$ cat src/rtl/hit_scorer_pkg.sv
// -----------------------------------------------------------------------------
// hit_scorer_pkg
// Shared types and constants for the hit-or-miss judge.
//   state_t    : judge FSM states (IDLE, ARMED, TIMING, RESOLVE, WAIT_CLR,
//                GAMEOVER), also exported through hit_scorer.dbg_state.
//   TOKEN_W    : width of the reaction-time token returned to the randomizer.
//   TOKEN_MISS : token value reported after a miss.
//   TOKEN_MAX  : largest token a hit may report, so a hit never aliases a miss.
//   is_onehot  : true when exactly one bit of an 8-bit pattern is set.
// -----------------------------------------------------------------------------
package hit_scorer_pkg;

    typedef enum logic [2:0] {
        IDLE     = 3'd0,
        ARMED    = 3'd1,
        TIMING   = 3'd2,
        RESOLVE  = 3'd3,
        WAIT_CLR = 3'd4,
        GAMEOVER = 3'd5
    } state_t;

    localparam int               TOKEN_W    = 8;
    localparam logic [TOKEN_W-1:0] TOKEN_MISS = 8'hFF;
    localparam logic [TOKEN_W-1:0] TOKEN_MAX  = 8'hFE;

    // v & (v - 1) clears the lowest set bit; zero afterwards means at most one
    // bit was set, and the v != 0 term rules out the empty pattern.
    function automatic logic is_onehot(input logic [7:0] v);
        return (v != 8'd0) && ((v & (v - 8'd1)) == 8'd0);
    endfunction

endpackage

$ cat src/rtl/sw_sync_edge.sv
// -----------------------------------------------------------------------------
// sw_sync_edge
// W-bit two-flop synchronizer followed by toggle ("flip") detection for inputs
// that are asynchronous to clk (slide switches, later the start button).
// Ports:
//   clk  in  1  system clock, rising edge
//   rst  in  1  asynchronous active-low reset; every flop loads 0
//   d    in  W  raw asynchronous inputs
//   flip out W  one-cycle registered pulse per toggled bit
// A toggle first sampled at edge N reaches the second synchronizer stage at
// N+1 and is reported on flip from edge N+2 for exactly one cycle.
// -----------------------------------------------------------------------------
module sw_sync_edge #(
    parameter int W = 8
) (
    input  logic         clk,
    input  logic         rst,
    input  logic [W-1:0] d,
    output logic [W-1:0] flip
);

    logic [W-1:0] meta;
    logic [W-1:0] sync;
    logic [W-1:0] prev;

    always_ff @(posedge clk or negedge rst) begin
        if (!rst) begin
            meta <= '0;
            sync <= '0;
            prev <= '0;
            flip <= '0;
        end else begin
            meta <= d;
            sync <= meta;
            prev <= sync;
            // Registered so the downstream FSM sees a clean, glitch-free pulse.
            flip <= sync ^ prev;
        end
    end

endmodule

$ cat src/rtl/hit_scorer.sv
// -----------------------------------------------------------------------------
// hit_scorer
// Judge stage for the hit-or-miss game. Captures a one-hot target LED, watches
// the player's switches for a flip, decides hit or miss, and reports the
// reaction time (in ticks) as a token for the LED randomizer. Keeps score and
// miss count and stops the game after MISS_LIMIT misses.
//
// Parameters:
//   WINDOW_CYCLES  clk cycles a captured target stays judgeable
//   TICK_DIV       clk cycles per reaction-time tick
//   SCORE_W        score counter width
//   MISS_LIMIT     misses that end the game (1..15)
//
// Ports:
//   clk          in   1        system clock, rising edge
//   rst          in   1        asynchronous active-low reset
//   start        in   1        synchronous new-game request, highest priority
//   led          in   8        target pattern from the randomizer
//   sw           in   8        raw player switches (asynchronous)
//   token        out  8        last reaction time in ticks, 8'hFF after a miss
//   token_valid  out  1        one-cycle pulse when token updates
//   hit          out  1        one-cycle pulse on a hit
//   miss         out  1        one-cycle pulse on a miss
//   score        out  SCORE_W  hits this game, saturating
//   misses       out  4        misses this game
//   game_over    out  1        high while in GAMEOVER
//   streak       out  4        consecutive hits (0 unless the bonus is built)
//   dbg_state    out  3        current FSM state (state_t encoding)
//
// Handshake: token/hit/miss follow a valid-only protocol; token_valid is a
// single-cycle pulse with no ready, and token holds its value between pulses.
//
// Build option: define HIT_SCORER_STREAK_BONUS_EN to enable the streak
// counter and the +2 bonus on every hit that brings streak to a multiple of 4.
// -----------------------------------------------------------------------------
module hit_scorer
    import hit_scorer_pkg::*;
#(
    parameter int WINDOW_CYCLES = 50_000_000,
    parameter int TICK_DIV      = 500_000,
    parameter int SCORE_W       = 8,
    parameter int MISS_LIMIT    = 3
) (
    input  logic               clk,
    input  logic               rst,
    input  logic               start,
    input  logic [7:0]         led,
    input  logic [7:0]         sw,
    output logic [TOKEN_W-1:0] token,
    output logic               token_valid,
    output logic               hit,
    output logic               miss,
    output logic [SCORE_W-1:0] score,
    output logic [3:0]         misses,
    output logic               game_over,
    output logic [3:0]         streak,
    output logic [2:0]         dbg_state
);

    localparam int WIN_W = (WINDOW_CYCLES > 1) ? $clog2(WINDOW_CYCLES) : 1;
    localparam int DIV_W = (TICK_DIV > 1) ? $clog2(TICK_DIV) : 1;

    localparam logic [WIN_W-1:0]   WIN_LAST   = WIN_W'(WINDOW_CYCLES - 1);
    localparam logic [DIV_W-1:0]   DIV_LAST   = DIV_W'(TICK_DIV - 1);
    localparam logic [TOKEN_W-1:0] REACT_SAT  = 8'hFF;
    localparam logic [3:0]         MISS_LIM_4 = 4'(MISS_LIMIT);
    localparam logic [3:0]         STREAK_SAT = 4'd15;

    // ------------------------------------------------------------------
    // Switch conditioning
    // ------------------------------------------------------------------
    logic [7:0] flip;

    sw_sync_edge #(
        .W (8)
    ) u_sw_sync_edge (
        .clk  (clk),
        .rst  (rst),
        .d    (sw),
        .flip (flip)
    );

    // ------------------------------------------------------------------
    // State and datapath registers
    // ------------------------------------------------------------------
    state_t             state;
    logic [7:0]         target;
    logic [WIN_W-1:0]   win_cnt;
    logic [DIV_W-1:0]   pre_cnt;
    logic [TOKEN_W-1:0] react;
    logic               rearm;    // last miss came from a new target: skip WAIT_CLR

    assign dbg_state = state;

    // ------------------------------------------------------------------
    // Judgement terms, only acted upon in TIMING
    // ------------------------------------------------------------------
    logic               wrong_flip;
    logic               right_flip;
    logic               led_change;
    logic               win_end;
    logic               tick;
    logic [TOKEN_W-1:0] react_next;
    logic [TOKEN_W-1:0] hit_token;
    logic [3:0]         streak_inc;
    logic               bonus;
    logic [SCORE_W:0]   score_sum;
    logic [SCORE_W-1:0] score_hit;
    logic [3:0]         misses_inc;

    always_comb begin
        wrong_flip = |(flip & ~target);
        right_flip = |(flip & target);
        led_change = is_onehot(led) && (led != target);
        win_end    = (win_cnt == WIN_LAST);
        tick       = (pre_cnt == DIV_LAST);

        // The reaction count includes the tick completing in the deciding
        // cycle, so a decision k cycles after capture reports k / TICK_DIV.
        react_next = react;
        if (tick && (react != REACT_SAT)) begin
            react_next = react + 8'd1;
        end
        hit_token = (react_next > TOKEN_MAX) ? TOKEN_MAX : react_next;

`ifdef HIT_SCORER_STREAK_BONUS_EN
        streak_inc = (streak == STREAK_SAT) ? STREAK_SAT : (streak + 4'd1);
        // A saturated streak of 15 is not a multiple of 4, so the bonus stops.
        bonus      = (streak_inc[1:0] == 2'b00);
`else
        streak_inc = 4'd0;
        bonus      = 1'b0;
`endif

        score_sum  = {1'b0, score} + (bonus ? (SCORE_W + 1)'(2) : (SCORE_W + 1)'(1));
        score_hit  = score_sum[SCORE_W] ? {SCORE_W{1'b1}} : score_sum[SCORE_W-1:0];
        misses_inc = misses + 4'd1;
    end

    // ------------------------------------------------------------------
    // FSM with registered outputs. Hit/miss are decided on the edge that
    // enters RESOLVE, so the pulses are high for the whole RESOLVE cycle.
    // ------------------------------------------------------------------
    always_ff @(posedge clk or negedge rst) begin
        if (!rst) begin
            state       <= IDLE;
            target      <= 8'd0;
            win_cnt     <= '0;
            pre_cnt     <= '0;
            react       <= 8'd0;
            rearm       <= 1'b0;
            token       <= 8'd0;
            token_valid <= 1'b0;
            hit         <= 1'b0;
            miss        <= 1'b0;
            score       <= '0;
            misses      <= 4'd0;
            game_over   <= 1'b0;
            streak      <= 4'd0;
        end else begin
            hit         <= 1'b0;
            miss        <= 1'b0;
            token_valid <= 1'b0;

            if (start) begin
                // Overrides everything, including a resolution this cycle.
                state     <= ARMED;
                score     <= '0;
                misses    <= 4'd0;
                streak    <= 4'd0;
                game_over <= 1'b0;
                rearm     <= 1'b0;
            end else begin
                case (state)
                    IDLE: begin
                    end

                    ARMED: begin
                        if (is_onehot(led)) begin
                            target  <= led;
                            win_cnt <= '0;
                            pre_cnt <= '0;
                            react   <= 8'd0;
                            state   <= TIMING;
                        end
                    end

                    TIMING: begin
                        win_cnt <= win_cnt + WIN_W'(1);
                        pre_cnt <= tick ? '0 : (pre_cnt + DIV_W'(1));
                        react   <= react_next;

                        if (wrong_flip) begin
                            // A wrong switch beats a correct one in the same cycle.
                            miss        <= 1'b1;
                            token_valid <= 1'b1;
                            token       <= TOKEN_MISS;
                            misses      <= misses_inc;
                            streak      <= 4'd0;
                            rearm       <= 1'b0;
                            state       <= RESOLVE;
                        end else if (right_flip) begin
                            hit         <= 1'b1;
                            token_valid <= 1'b1;
                            token       <= hit_token;
                            score       <= score_hit;
                            streak      <= streak_inc;
                            rearm       <= 1'b0;
                            state       <= RESOLVE;
                        end else if (led_change) begin
                            // The new target is already on led; judge it next.
                            miss        <= 1'b1;
                            token_valid <= 1'b1;
                            token       <= TOKEN_MISS;
                            misses      <= misses_inc;
                            streak      <= 4'd0;
                            rearm       <= 1'b1;
                            state       <= RESOLVE;
                        end else if (win_end || (led == 8'd0)) begin
                            miss        <= 1'b1;
                            token_valid <= 1'b1;
                            token       <= TOKEN_MISS;
                            misses      <= misses_inc;
                            streak      <= 4'd0;
                            rearm       <= 1'b0;
                            state       <= RESOLVE;
                        end
                    end

                    RESOLVE: begin
                        if (misses == MISS_LIM_4) begin
                            state     <= GAMEOVER;
                            game_over <= 1'b1;
                        end else if (rearm) begin
                            state <= ARMED;
                        end else begin
                            state <= WAIT_CLR;
                        end
                    end

                    WAIT_CLR: begin
                        // Hold off until the randomizer blanks the LEDs so the
                        // same target is never judged twice.
                        if (led == 8'd0) begin
                            state <= ARMED;
                        end
                    end

                    GAMEOVER: begin
                    end

                    default: begin
                        state <= IDLE;
                    end
                endcase
            end
        end
    end

endmodule

$ cat config.mk
export PLATFORM = sky130hd
export DESIGN_NAME = hit_scorer
export DESIGN_NICKNAME = d
export VERILOG_FILES = /design/src/rtl/hit_scorer_pkg.sv /design/src/rtl/sw_sync_edge.sv /design/src/rtl/hit_scorer.sv
export SDC_FILE = /design/constraint.sdc
export NUM_CORES = 1
export LEC_CHECK = 0
export CAP_MARGIN = 20
export CORE_UTILIZATION = 40
export CTS_CLUSTER_SIZE = 14
export DETAILED_ROUTE_END_ITERATION = 16
export GPL_TIMING_DRIVEN = 0
export PLACE_DENSITY = 0.7
export SLEW_MARGIN = 20
export SYNTH_ARGS = -nofsm -noshare
export SYNTH_HDL_FRONTEND = slang
export SYNTH_HIERARCHICAL = 1
export SYNTH_SLANG_ARGS = --single-unit
$ cat constraint.sdc
create_clock -name clk -period 5.89 [get_ports clk]
set_clock_uncertainty 0.2 [all_clocks]
set_input_delay 1.4725 -clock clk [delete_from_list [all_inputs] [get_ports clk]]
set_output_delay 1.4725 -clock clk [all_outputs]
set_load 0.02 [all_outputs]
[Yosys cells after proc, flatten, opt, wreduce, memory -nomap -nowiden]
Index checks and enable logic that the tools add are counted.
Storage, ports and cells
  register bits after elaboration: 125
  memories kept: 0
  memory bits (writable): 0
  logic and storage cells: 138
  memory bits (read-only): 0
  input port bits: 19
  latch bits: 0
Cells by class
  multiplexer cells: 63
  bitwise logic cells: 6
  multiply operators: 0
  eq/ne operators: 17
  reductions and logical operators: 27
  $add $sub $neg: 6
  divide/modulo/power cells: 0
  shift-type cells: 0
  order comparisons: 1
Operators by type and width (number)
  $mux W8: 12
  $pmux W26 S2: 1
  $mux W4: 12
  $mux W19: 2
  $pmux W19 S2: 1
  $mux W3: 9
  $add A26 B1 Y26 const B: 1
  $eq A26 B26 Y1 const B: 1
  $mux W26: 1
  $and A8 B8 Y8: 3
  $mux W1: 23
  $add A19 B1 Y19 const B: 1
  $eq A19 B19 Y1 const B: 1
  $logic_not A8 Y1: 2
  $pmux W8 S2: 1
  $reduce_or A8 Y1: 2
  $pmux W3 S5: 1
  $reduce_and A3 Y1: 5
  $reduce_bool A2 Y1: 5
  $add A8 B1 Y9 const B: 1
  $ne A3 B3 Y1 const B: 3
  $add A8 B1 Y8 const B: 1
  $gt A8 B8 Y1 const B: 1
  $ne A8 B8 Y1: 1
  other kinds (22): 29

[Longest topological paths before layout]
Gate-level depths: netlist of the first run.
  depth after elaboration: 10
  mapped depth: 10
  gate-level depth less buffers: 7

[Cells and area by module]
The synthesis of the first run kept the hierarchy.
Modules (own cells, without submodules)
  hit_scorer: area an instance 5175.0 µm², times used 1, seq. area each 2227.1 µm², cells each 587
  sw_sync_edge: area an instance 870.8 µm², times used 1, seq. area each 800.8 µm², cells each 40

[Worst setup path after synthesis of the first run]
OpenSTA, ideal clock, no wires.
  path kind: input to register
  start point: input led[1]
  end point: register pre_cnt[6]
  slack: 2119 ps
  required time: 5558 ps
  buffers on the path: 2
  arrival time: 3438 ps
  cell stages on the path: 8
  cell sequence: or3_1 or4_4 a311o_1 and2_1 buf_2 buf_6 o21ai_1 o31ai_1
Between the ends
  longest elaborated chain between the ends: 6
  elaborated cells between the ends (all ways): 7
Ends and longest elaborated chain
  start, declared: line hit_scorer.sv:47  | input logic [7:0] led,
  $sub A8 B1 Y8: line hit_scorer_pkg.sv:29  | return (v != 8'd0) && ((v & (v - 8'd1)) == 8'd0);
  $and A8 B8 Y8: line hit_scorer_pkg.sv:29
  $logic_not A8 Y1: line hit_scorer_pkg.sv:29
  $logic_and A1 B1 Y1 (*): line hit_scorer_pkg.sv:29
  $ne A2 B2 Y1 (no line) (*)
  $reduce_and A3 Y1 (no line) (*)
  end signal, assigned: line hit_scorer.sv:190  | pre_cnt <= tick ? '0 : (pre_cnt + DIV_W'(1));
  end, declared: line hit_scorer.sv:89  | logic [DIV_W-1:0] pre_cnt;
Mark *: on every way between the ends. The rest lies on a longest branch, timed or not.
A chain may end at the register's enable or synchronous reset.

[Worst setup path after layout of the first run]
  start point: input led[1]
  end point: register pre_cnt[9]
Same word-level chain as after synthesis.

==> metrics.csv, run 1 <==
stage,metric,value,unit
flow_run,max-cap viol count,0,
layout,Syn-to-layout area delta,21.3,%
logic_synthesis,asr flop ratio synth,1.00,
cts,"Reg clk slew, reported paths",0.06,ns
cts,Skew-Pair Late Insertion Delay,0.43,ns
layout,layout cells sized above 1,0.0934,
logic_synthesis,top_reg_cell synth,dfrtp_1,
logic_synthesis,Mapped Cells,627,
global_route,vias in the first global route,4898,
critical_path,R2R cell count,6,
detailed_routing,Routed Antenna Nets,0,
sta,setup violators final,0,
critical_path,worst-path maximum fanout,10,
floorplan,Starting Density,0.413,
detailed_routing,Iter 0 DRT Violations,359,
critical_path,CP Launch Type,input pin,
detailed_routing,WL met2,6590,um
floorplan,Core Area,0.0146,sq mm
global_route,first-pass GRT wire length,22800,um
floorplan,row count,44,
placed_design,Final GP Congestion,0.845,
sta,Final Max Slew Viols,0,
sta,worst-margin pin slew,0.981,ns
detailed_routing,via count,4989,
layout,most frequent cells in the layout,"121 x dfrtp_1, 67 x nand2_1, 53 x o21ai_0, 46 x nor2_1, 44 x clkdlybuf4s50_1",
detailed_routing,Remaining DRCs,5,
logic_synthesis,"EDFF count, synth",0,
placed_design,input/output buffers,45,
layout,n_diodes,0,
logic_synthesis,total number of yosys warnings,6,
run_status,status,"complete, but fails checks",
cts,clock tree buffer depth,2,
global_route,largest net degree at the start of global routing,73,
sta,FMAX,238,MHz
layout,Final Util,0.501,
critical_path,reg2reg setup slack,2.87,ns
pwr,Leakage,3.08,nW
floorplan,Die ar.,0.0156,sq mm
sta,RSZ-0062 raised after global routing,false,
sta,Final Hold Viols,0,
run_status,failing checks,DRC,
min_path,origin of the worst min-delay path,u_sw_sync_edge/meta[0],
cts,clk root buf,clkbuf_16,
logic_synthesis,number of library cell types mapped by synthesis,64,
min_path,Hold Crit Endpoint,u_sw_sync_edge/sync[0],
min_path,hold path depth,0,
critical_path,WP data required,5.98,ns
logic_synthesis,cell taking the most area after synthesis,dfrtp_1,
layout,"most common cell after layout, fill and taps aside",dfrtp_1,
cts,PostCTS Resize Cnt,0,
logic_synthesis,mapped cell area,0.00605,sq mm
critical_path,CP arrival,4.29,ns
cts,CTS Hold Bufs,0,
sta,worst slew margin relative to its limit,0.341,
detailed_routing,DRT Wirelength,13500,um
sta,final period utilization,0.713,
cts,Post-CTS Setup Inserts,0,
layout,Final nets,719,
logic_synthesis,register area share after synthesis,0.501,
pwr,peak supply drop,218,uV
critical_path,reg-to-reg startpoint,dbg_state[0],
global_route,final global-route overflow total,0,
min_path,Hold Path Class,reg -> reg,
critical_path,r2r endpoint,pre_cnt[13],
detailed_routing,DR WL/cell,15.2,um
cts,TritonCTS sink count,121,
critical_path,Critical Path Sink Type,flip-flop,
placed_design,cell total after placement,860,
logic_synthesis,Mapped Avg Cell Area,9.64,sq um
global_route,initial antenna violation count,0,
layout,Final Non-Filler Cells,891,
detailed_routing,drt via density,5.60,
detailed_routing,met3 wire length,659,um
placed_design,detailed placer's ending HPWL,9270,um
cts,CTS tree,built,
pwr,pwr/cell area,274,mW/mm^2
logic_synthesis,Synth area leaders,"dfrtp_1 50%, o21ai_0 4.4%, nand2_1 4.2%, xor2_1 3.8%, xnor2_1 2.9%",
critical_path,Setup Crit Path Kind,in -> reg,
floorplan,die width,125,um
floorplan,die span in y,125,um
detailed_routing,DR top layer,met4,
logic_synthesis,#FFs+latches synth,121,
global_route,overall routing resource usage,0.183,
detailed_routing,drt first pass iters,11,
cts,H-tree depth,4,
sta,final period demand of the worst path,4.20,ns
floorplan,Top Ports,50,
cts,CTS Buf Count,17,
logic_synthesis,post-synth top area share,0.501,
detailed_routing,met1 wire length,6100,um
[synthesized netlist by cell type, types with 3 or more instances]
library cell / number
nand2_1: 67
a311o_1: 3
ha_1: 5
a22oi_1: 4
a211oi_1: 5
nor2b_1: 3
nand4b_1: 3
xor2_1: 26
and3_1: 11
xnor2_1: 20
a22o_1: 4
a2111oi_2: 5
o22ai_1: 4
nor4_1: 7
dfrtp_1: 121
nor2_1: 46
o31ai_1: 15
or4_1: 5
o21ai_1: 7
buf_4: 6
a31oi_1: 9
buf_2: 7
a2bb2oi_1: 6
nor2_2: 3
nand3b_1: 3
clkbuf_1: 17
nor3b_1: 3
a21oi_1: 21
nor3_1: 10
and2_1: 9
nand4_1: 13
a211oi_2: 6
or3_1: 7
and4_1: 4
o21ai_0: 53
nand3_1: 27
nand2b_1: 3
inv_1: 28
[sequential cells by signal (all words and copies together), names as in the netlist, 3 cells and up]
signal and cells:
score 8, u_sw_sync_edge/flip 8, pre_cnt 19, win_cnt 26, react 8, u_sw_sync_edge/meta 8
u_sw_sync_edge/prev 8, target 8, token 8, dbg_state 3, misses 4, u_sw_sync_edge/sync 8
[worst max-delay path by stage]
stage / startpoint / to / slack (ns)
2_1_floorplan: led[1] / pre_cnt[6] / 2.12
3_3_place_gp: rst / u_sw_sync_edge/meta[3] / -1.44
3_5_place_dp: led[1] / pre_cnt[3] / 1.29
4_1_cts: led[1] / react[6] / 1.72
5_1_grt: led[1] / pre_cnt[3] / 1.58
6_report: led[1] / pre_cnt[9] / 1.69
[layer usage]
layer	vias to the layer above	GRT usage
li1	2386	-
met1	2442	0.227
met2	142	0.300
met3	19	0.0531
met4	0	0.0725
met5	-	0
[kinds of logic (layout without fill, tap and decap cells)]
group / Yosys count / in the layout / synth area share
multiplexers: 2 / 2 / 0.00352
AND/OR/NAND/NOR: 231 / 231 / 0.194
adder cells (fa/ha/maj): 5 / 5 / 0.0103
AO/OA/AOI/OAI: 159 / 159 / 0.180
flip-flops: 121 / 121 / 0.501
buffers and inverters: 62 / 139 / 0.0449
XOR/XNOR: 46 / 46 / 0.0666
other: 1 / 4 / 0.000620
[final cells by class]
class	instances	area [sq um]
Buffer	33	163
Clock buffer	17	425
Fill cell	1318	7310
Inverter	29	109
Clock inverter	14	139
Sequential cell	121	3030
Multi-Input combinational cell	447	2760
Tap cell	184	230
Timing Repair Buffer	46	479
[worst max-delay path, cell delays in order]
cell	delay [ns]
clkdlybuf4s50_1	0.55
or3_1	0.43
or4_4	0.50
a311o_1	0.50
and2_1	0.23
buf_2	0.20
buf_6	0.17
o21ai_1	0.15
o31ai_1	0.09
[stage by stage]
step	hold slack (ns)	setup TNS (ns)	power (mW)	worst slack, ns	instance area [sq um]
after floorplan	0.131	0	0.966	2.12	6060
after global placement	0.132	-172.62	1.02	-1.44	6740
after detailed placement	0.136	0	1.03	1.29	6770
after CTS	0.151	0	2.03	1.72	7330
after global routing	0.153	0	2.08	1.58	7330
final	0.150	0	2.01	1.69	7330
[power breakdown]
group	switching [mW]	leakage, nW	internal, mW	total, mW
clock network	0.409	0.275	0.586	0.995
registers	0.0346	1.57	0.867	0.902
logic	0.0629	1.23	0.0483	0.111
total	0.507	3.08	1.50	2.01
No activity file was read; power rests on OpenSTA's default activity.
==> run 2, diff against run 1 <==
- PLACE_DENSITY: 0.7 -> 0.72
- clock period: 5.89 -> 3.4 ns (I/O delays scaled with it)
==> metrics.csv, run 2 (synthesis gave the netlist of run 1 again) <==
stage,metric,value,unit,change
critical_path,crit path from,led[4],,was led[1]
run_status,status,"complete, but fails checks",,unchanged
critical_path,CP Launch Type,input pin,,unchanged
layout,n_diodes,0,,unchanged
layout,FF/Latch Area,0.00303,sq mm,unchanged
detailed_routing,drt via density,5.63,,was 5.60
cts,H-tree depth,4,,unchanged
min_path,Hold Path Class,reg -> reg,,unchanged
global_route,largest net degree at the start of global routing,69,,was 73
critical_path,Critical Path Sink Type,flip-flop,,unchanged
cts,"Reg clk slew, reported paths",0.06,ns,about the same
placed_design,Final GP Congestion,0.895,,was 0.845
placed_design,Area after DPL,0.00677,sq mm,unchanged
floorplan,die span in y,125,um,unchanged
critical_path,reg-to-reg startpoint,win_cnt[0],,was dbg_state[0]
cts,clock tree buffer depth,2,,unchanged
sta,final period demand of the worst path,3.28,ns,
cts,CTS Buf Count,17,,unchanged
global_route,first-pass GRT wire length,23700,um,was 22800 um
run_status,failing checks,DRC,,unchanged
layout,top flop regs,"win_cnt: 26 flops, pre_cnt: 19 flops",,unchanged
layout,largest register by flop count,win_cnt,,unchanged
floorplan,Core Area,0.0146,sq mm,unchanged
sta,setup violators final,0,,unchanged
layout,fill cell count,1317,,was 1318
critical_path,WP data required,3.49,ns,was 5.98 ns
layout,final instance area,0.00741,sq mm,was 0.00733 sq mm
global_route,vias in the first global route,4960,,was 4898
sta,FMAX,305,MHz,
cts,CTS tree,built,,unchanged
layout,"most common cell after layout, fill and taps aside",dfrtp_1,,unchanged
sta,Final Hold Viols,0,,unchanged
floorplan,Die ar.,0.0156,sq mm,unchanged
cts,clk root buf,clkbuf_16,,unchanged
pwr,peak supply drop,356,uV,was 218 uV
placed_design,input/output buffers,45,,unchanged
cts,TritonCTS sink count,121,,unchanged
pwr,pwr/cell area,490,mW/mm^2,was 274 mW/mm^2
floorplan,Top Ports,50,,unchanged
detailed_routing,DRT Wirelength,13800,um,was 13500 um
cts,Skew-Pair Late Insertion Delay,0.41,ns,was 0.43 ns
detailed_routing,DR WL/cell,15.4,um,was 15.2 um
global_route,final global-route overflow total,0,,unchanged
detailed_routing,drt first pass iters,11,,unchanged
global_route,initial antenna violation count,0,,unchanged
layout,Multi-input gate area,0.00277,sq mm,was 0.00276 sq mm
detailed_routing,via count,5023,,was 4989
layout,Final nets,721,,was 719
layout,max reg flops,26,,unchanged
sta,Final Max Slew Viols,0,,unchanged
floorplan,die width,125,um,unchanged
detailed_routing,Routed Antenna Nets,0,,unchanged
layout,layout cells sized above 1,0.0989,,was 0.0934
critical_path,worst-path maximum fanout,10,,unchanged
placed_design,detailed placer's ending HPWL,9350,um,was 9270 um
pwr,Total Power,3.63,mW,was 2.01 mW
layout,Syn-to-layout area delta,22.6,%,was 21.3%
detailed_routing,Remaining DRCs,8,,was 5
sta,RSZ-0062 raised after global routing,false,,unchanged
critical_path,R2R cell count,7,,was 6
detailed_routing,Iter 0 DRT Violations,398,,was 359
sta,final period utilization,0.964,,
min_path,hold path depth,0,,unchanged
floorplan,Starting Density,0.413,,unchanged
critical_path,CP arrival,3.37,ns,was 4.29 ns
floorplan,row count,44,,unchanged
layout,most frequent cells in the layout,"121 x dfrtp_1, 67 x nand2_1, 52 x o21ai_0, 46 x nor2_1, 41 x clkdlybuf4s50_1",,"was 121 x dfrtp_1, 67 x nand2_1, 53 x o21ai_0, 46 x nor2_1, 44 x clkdlybuf4s50_1"
global_route,overall routing resource usage,0.189,,was 0.183
min_path,origin of the worst min-delay path,u_sw_sync_edge/meta[2],,was u_sw_sync_edge/meta[0]
pwr,Leakage,3.12,nW,was 3.08 nW
flow_run,max-cap viol count,0,,unchanged
critical_path,Setup Crit Path Kind,in -> reg,,unchanged
sta,worst slew margin relative to its limit,0.284,,was 0.341
sta,worst-margin pin slew,1.06,ns,was 0.981 ns
run 2: timing repair:
item	CTS	global route
gates resized for setup	2	6
hold buffers	0	0
endpoints found under the setup margin	25	65
pin swaps	1	1
setup buffers	0	2
run 2: through the flow:
stage	cells	hold slack, ns	util	setup WS (ns)	setup TNS (ns)
3_3_place_gp	859	0.133	0.460	-3.29	-426.49
5_1_grt	892	0.152	0.506	0.00881	0
3_5_place_dp	860	0.138	0.462	-0.554	-31.51
6_report	892	0.148	0.506	0.123	0
4_1_cts	890	0.150	0.504	0.0120	0
2_1_floorplan	630	0.131	-	0.252	0
run 2: power breakdown:
group          switching (mW)  total, mW  leakage [nW]  internal, mW
registers              0.0599       1.56          1.57          1.50
logic                   0.109      0.193          1.26        0.0835
clock network           0.641       1.87         0.286          1.23
total                   0.810       3.63          3.12          2.82
run 2: area by class of cell:
type | count | area share
plain buffers | 33 | 0.0221
clock inverters | 12 | 0.0238
well taps | 184 | 0.0311
repair buffers | 48 | 0.0672
clock buffers | 18 | 0.0593
inverters | 29 | 0.0147
multi-input cells | 447 | 0.373
flip-flops and latches | 121 | 0.409
run 2: layer usage:
layer,up-vias,GRT usage,routed length [um]
met2,159,0.303,6730
met1,2456,0.240,6130
met4,0,0.0789,172
met3,21,0.0531,722
met5,-,0,0
li1,2387,-,-
run 2: final timing paths:
path	to	slack, ns
worst min register to register	u_sw_sync_edge/sync[2]	0.15
worst max-delay path	pre_cnt[8]	0.12
max in group asynchronous	dbg_state[1]	2.10
worst min-delay path	u_sw_sync_edge/sync[2]	0.15
worst max register to register	misses[2]	0.42
min in group asynchronous	win_cnt[14]	0.24
run 2: critical path: stages:
cell and delay [ns]:
clkdlybuf4s50_1 0.53, or2_2 0.33, or4_4 0.43, a311o_2 0.45
and2_1 0.19, buf_2 0.19, buf_6 0.17, o21ai_1 0.14
o41ai_1 0.09
==> run 3, diff against run 2 <==
- CORE_UTILIZATION: 40 -> 25
- GPL_TIMING_DRIVEN: 0 -> unset
- PLACE_DENSITY: 0.72 -> 0.53
- TNS_END_PERCENT: unset -> 5
==> metrics.csv, run 3 (synthesis gave the netlist of run 1 again) <==
stage,metric,value,unit,change
detailed_routing,Remaining DRCs,0,,was 8
layout,n_diodes,0,,unchanged
sta,final hold slack,0.128,ns,was 0.148 ns
cts,clk root buf,clkbuf_16,,unchanged
cts,TritonCTS sink count,121,,unchanged
critical_path,CP arrival,3.40,ns,was 3.37 ns
detailed_routing,via count,4805,,was 5023
pwr,switching share of power,0.252,,was 0.223
layout,max reg flops,26,,unchanged
global_route,initial antenna violation count,0,,unchanged
sta,Final Hold Viols,0,,unchanged
critical_path,reg-to-reg startpoint,dbg_state[1],,was win_cnt[0]
detailed_routing,Iter 0 DRT Violations,298,,was 398
critical_path,Critical Path Sink Type,flip-flop,,unchanged
sta,final period utilization,0.972,,was 0.964
layout,Final nets,718,,was 721
placed_design,input/output buffers,45,,unchanged
floorplan,Starting Density,0.256,,was 0.413
global_route,overall routing resource usage,0.123,,was 0.189
pwr,power share of the sequential group,0.433,,was 0.431
sta,FMAX,303,MHz,was 305 MHz
flow_run,max-cap viol count,0,,unchanged
layout,Syn-to-layout area delta,26.5,%,was 22.6%
global_route,vias in the first global route,4589,,was 4960
pwr,pwr/cell area,472,mW/mm^2,was 490 mW/mm^2
min_path,Hold Path Class,in -> async,,was reg -> reg
cts,CTS tree,built,,unchanged
global_route,final global-route overflow total,0,,unchanged
sta,final worst slack,0.0949,ns,was 0.123 ns
sta,RSZ-0062 raised after global routing,false,,unchanged
cts,H-tree depth,4,,unchanged
floorplan,row count,56,,was 44
floorplan,die span in y,158,um,was 125 um
detailed_routing,DR WL/cell,13.8,um,was 15.4 um
pwr,Total Power,3.61,mW,was 3.63 mW
detailed_routing,drt via density,4.68,,was 5.63
cts,Post-CTS Setup Inserts,0,,unchanged
critical_path,Setup Crit Path Kind,in -> reg,,unchanged
layout,most frequent cells in the layout,"121 x dfrtp_1, 67 x nand2_1, 53 x o21ai_0, 46 x nor2_1, 44 x clkdlybuf4s50_1",,"was 121 x dfrtp_1, 67 x nand2_1, 52 x o21ai_0, 46 x nor2_1, 41 x clkdlybuf4s50_1"
sta,setup violators final,0,,unchanged
critical_path,WP data required,3.49,ns,about the same
layout,layout cells sized above 1,0.123,,was 0.0989
pwr,share of power burned in combinational logic,0.055,,was 0.053
floorplan,Die ar.,0.0248,sq mm,was 0.0156 sq mm
floorplan,Top Ports,50,,unchanged
cts,Skew-Pair Late Insertion Delay,0.42,ns,was 0.41 ns
floorplan,die width,158,um,was 125 um
layout,largest register by flop count,win_cnt,,unchanged
global_route,largest net degree at the start of global routing,59,,was 69
placed_design,detailed placer's ending HPWL,9600,um,was 9350 um
sta,Final Max Slew Viols,0,,unchanged
critical_path,CP Launch Type,input pin,,unchanged
pwr,net switching power,0.912,mW,was 0.810 mW
critical_path,worst-path maximum fanout,29,,was 10
sta,worst slew margin relative to its limit,0.577,,was 0.284
placed_design,"worst slack, placed",-0.402,ns,was -0.554 ns
critical_path,crit path from,led[1],,was led[4]
cts,"Reg clk slew, reported paths",0.06,ns,about the same
pwr,Pint,2.70,mW,was 2.82 mW
pwr,Clk pwr share,0.512,,was 0.516
cts,clock tree buffer depth,2,,unchanged
global_route,first-pass GRT wire length,23700,um,about the same
cts,CTS Buf Count,17,,unchanged
placed_design,Final GP Congestion,0.769,,was 0.895
sta,final setup TNS,0,ns,unchanged
floorplan,Core Area,0.0236,sq mm,was 0.0146 sq mm
pwr,Leakage,3.16,nW,was 3.12 nW
sta,worst-margin pin slew,0.630,ns,was 1.06 ns
layout,Final Util,0.324,,was 0.506
run_status,status,completed,,"was complete, but fails checks"
detailed_routing,DRT Wirelength,14100,um,was 13800 um
detailed_routing,Routed Antenna Nets,0,,unchanged
layout,top flop regs,"win_cnt: 26 flops, pre_cnt: 19 flops",,unchanged
sta,final period demand of the worst path,3.31,ns,was 3.28 ns
detailed_routing,drt first pass iters,4,,was 11
layout,"most common cell after layout, fill and taps aside",dfrtp_1,,unchanged
pwr,peak supply drop,301,uV,was 356 uV
run 3: path summary, 6_finish.rpt:
path                                               end  slack [ns]  cells past startpoint
worst min register to register  u_sw_sync_edge/sync[7]        0.15                      0
worst max-delay path                          react[3]        0.09                      8
min in group clk                u_sw_sync_edge/sync[7]        0.15                      0
worst max register to register              pre_cnt[8]        0.53                      5
worst min-delay path                       win_cnt[11]        0.13                      1
max in group asynchronous                   pre_cnt[3]        1.97                      2
run 3: power by group through the flow:
stage / Combinational, mW / Sequential (mW) / Clock, mW
CTS: 0.205 / 1.56 / 1.90
global placement: 0.201 / 1.59 / 0
floorplan: 0.0965 / 1.58 / 0
detailed placement: 0.205 / 1.59 / 0
global route: 0.229 / 1.57 / 1.97
finish: 0.199 / 1.56 / 1.85
run 3: worst max-delay path, cell delays in order:
cell	delay, ns
clkdlybuf4s50_1	0.47
or3_1	0.41
or4_4	0.50
a311o_2	0.49
and2_1	0.22
buf_12	0.17
o21ai_0	0.19
o31ai_1	0.09
run 3: layer usage:
layer,up-vias,part of all wire,track usage
met2,67,0.46,0.189
met5,-,0,0
met3,9,0.038,0.0388
met4,0,0.0096,0.0356
met1,2344,0.49,0.166
li1,2385,-,-
run 3: cell type report:
cell class | instances | area (sq um)
multi-input cells | 447 | 2760
well taps | 319 | 399
repair buffers | 78 | 746
fillers | 2434 | 16000
inverters | 29 | 109
flip-flops and latches | 121 | 3030
clock buffers | 17 | 425
clock inverters | 15 | 179
run 3: per-stage QoR:
| stage | std cells | area, sq um |
|---|---|---|
| 2_1_floorplan | 630 | 6060 |
| 3_3_place_gp | 994 | 7040 |
| 3_5_place_dp | 994 | 7040 |
| 4_1_cts | 1026 | 7640 |
| 5_1_grt | 1026 | 7650 |
| 6_report | 1026 | 7650 |
run 3: timing repair:
action | in CTS | in global routing
gates resized for setup | 0 | 2
hold buffers | 0 | 0
setup endpoints to repair | 0 | 30
endpoints found under the hold margin | 0 | 0
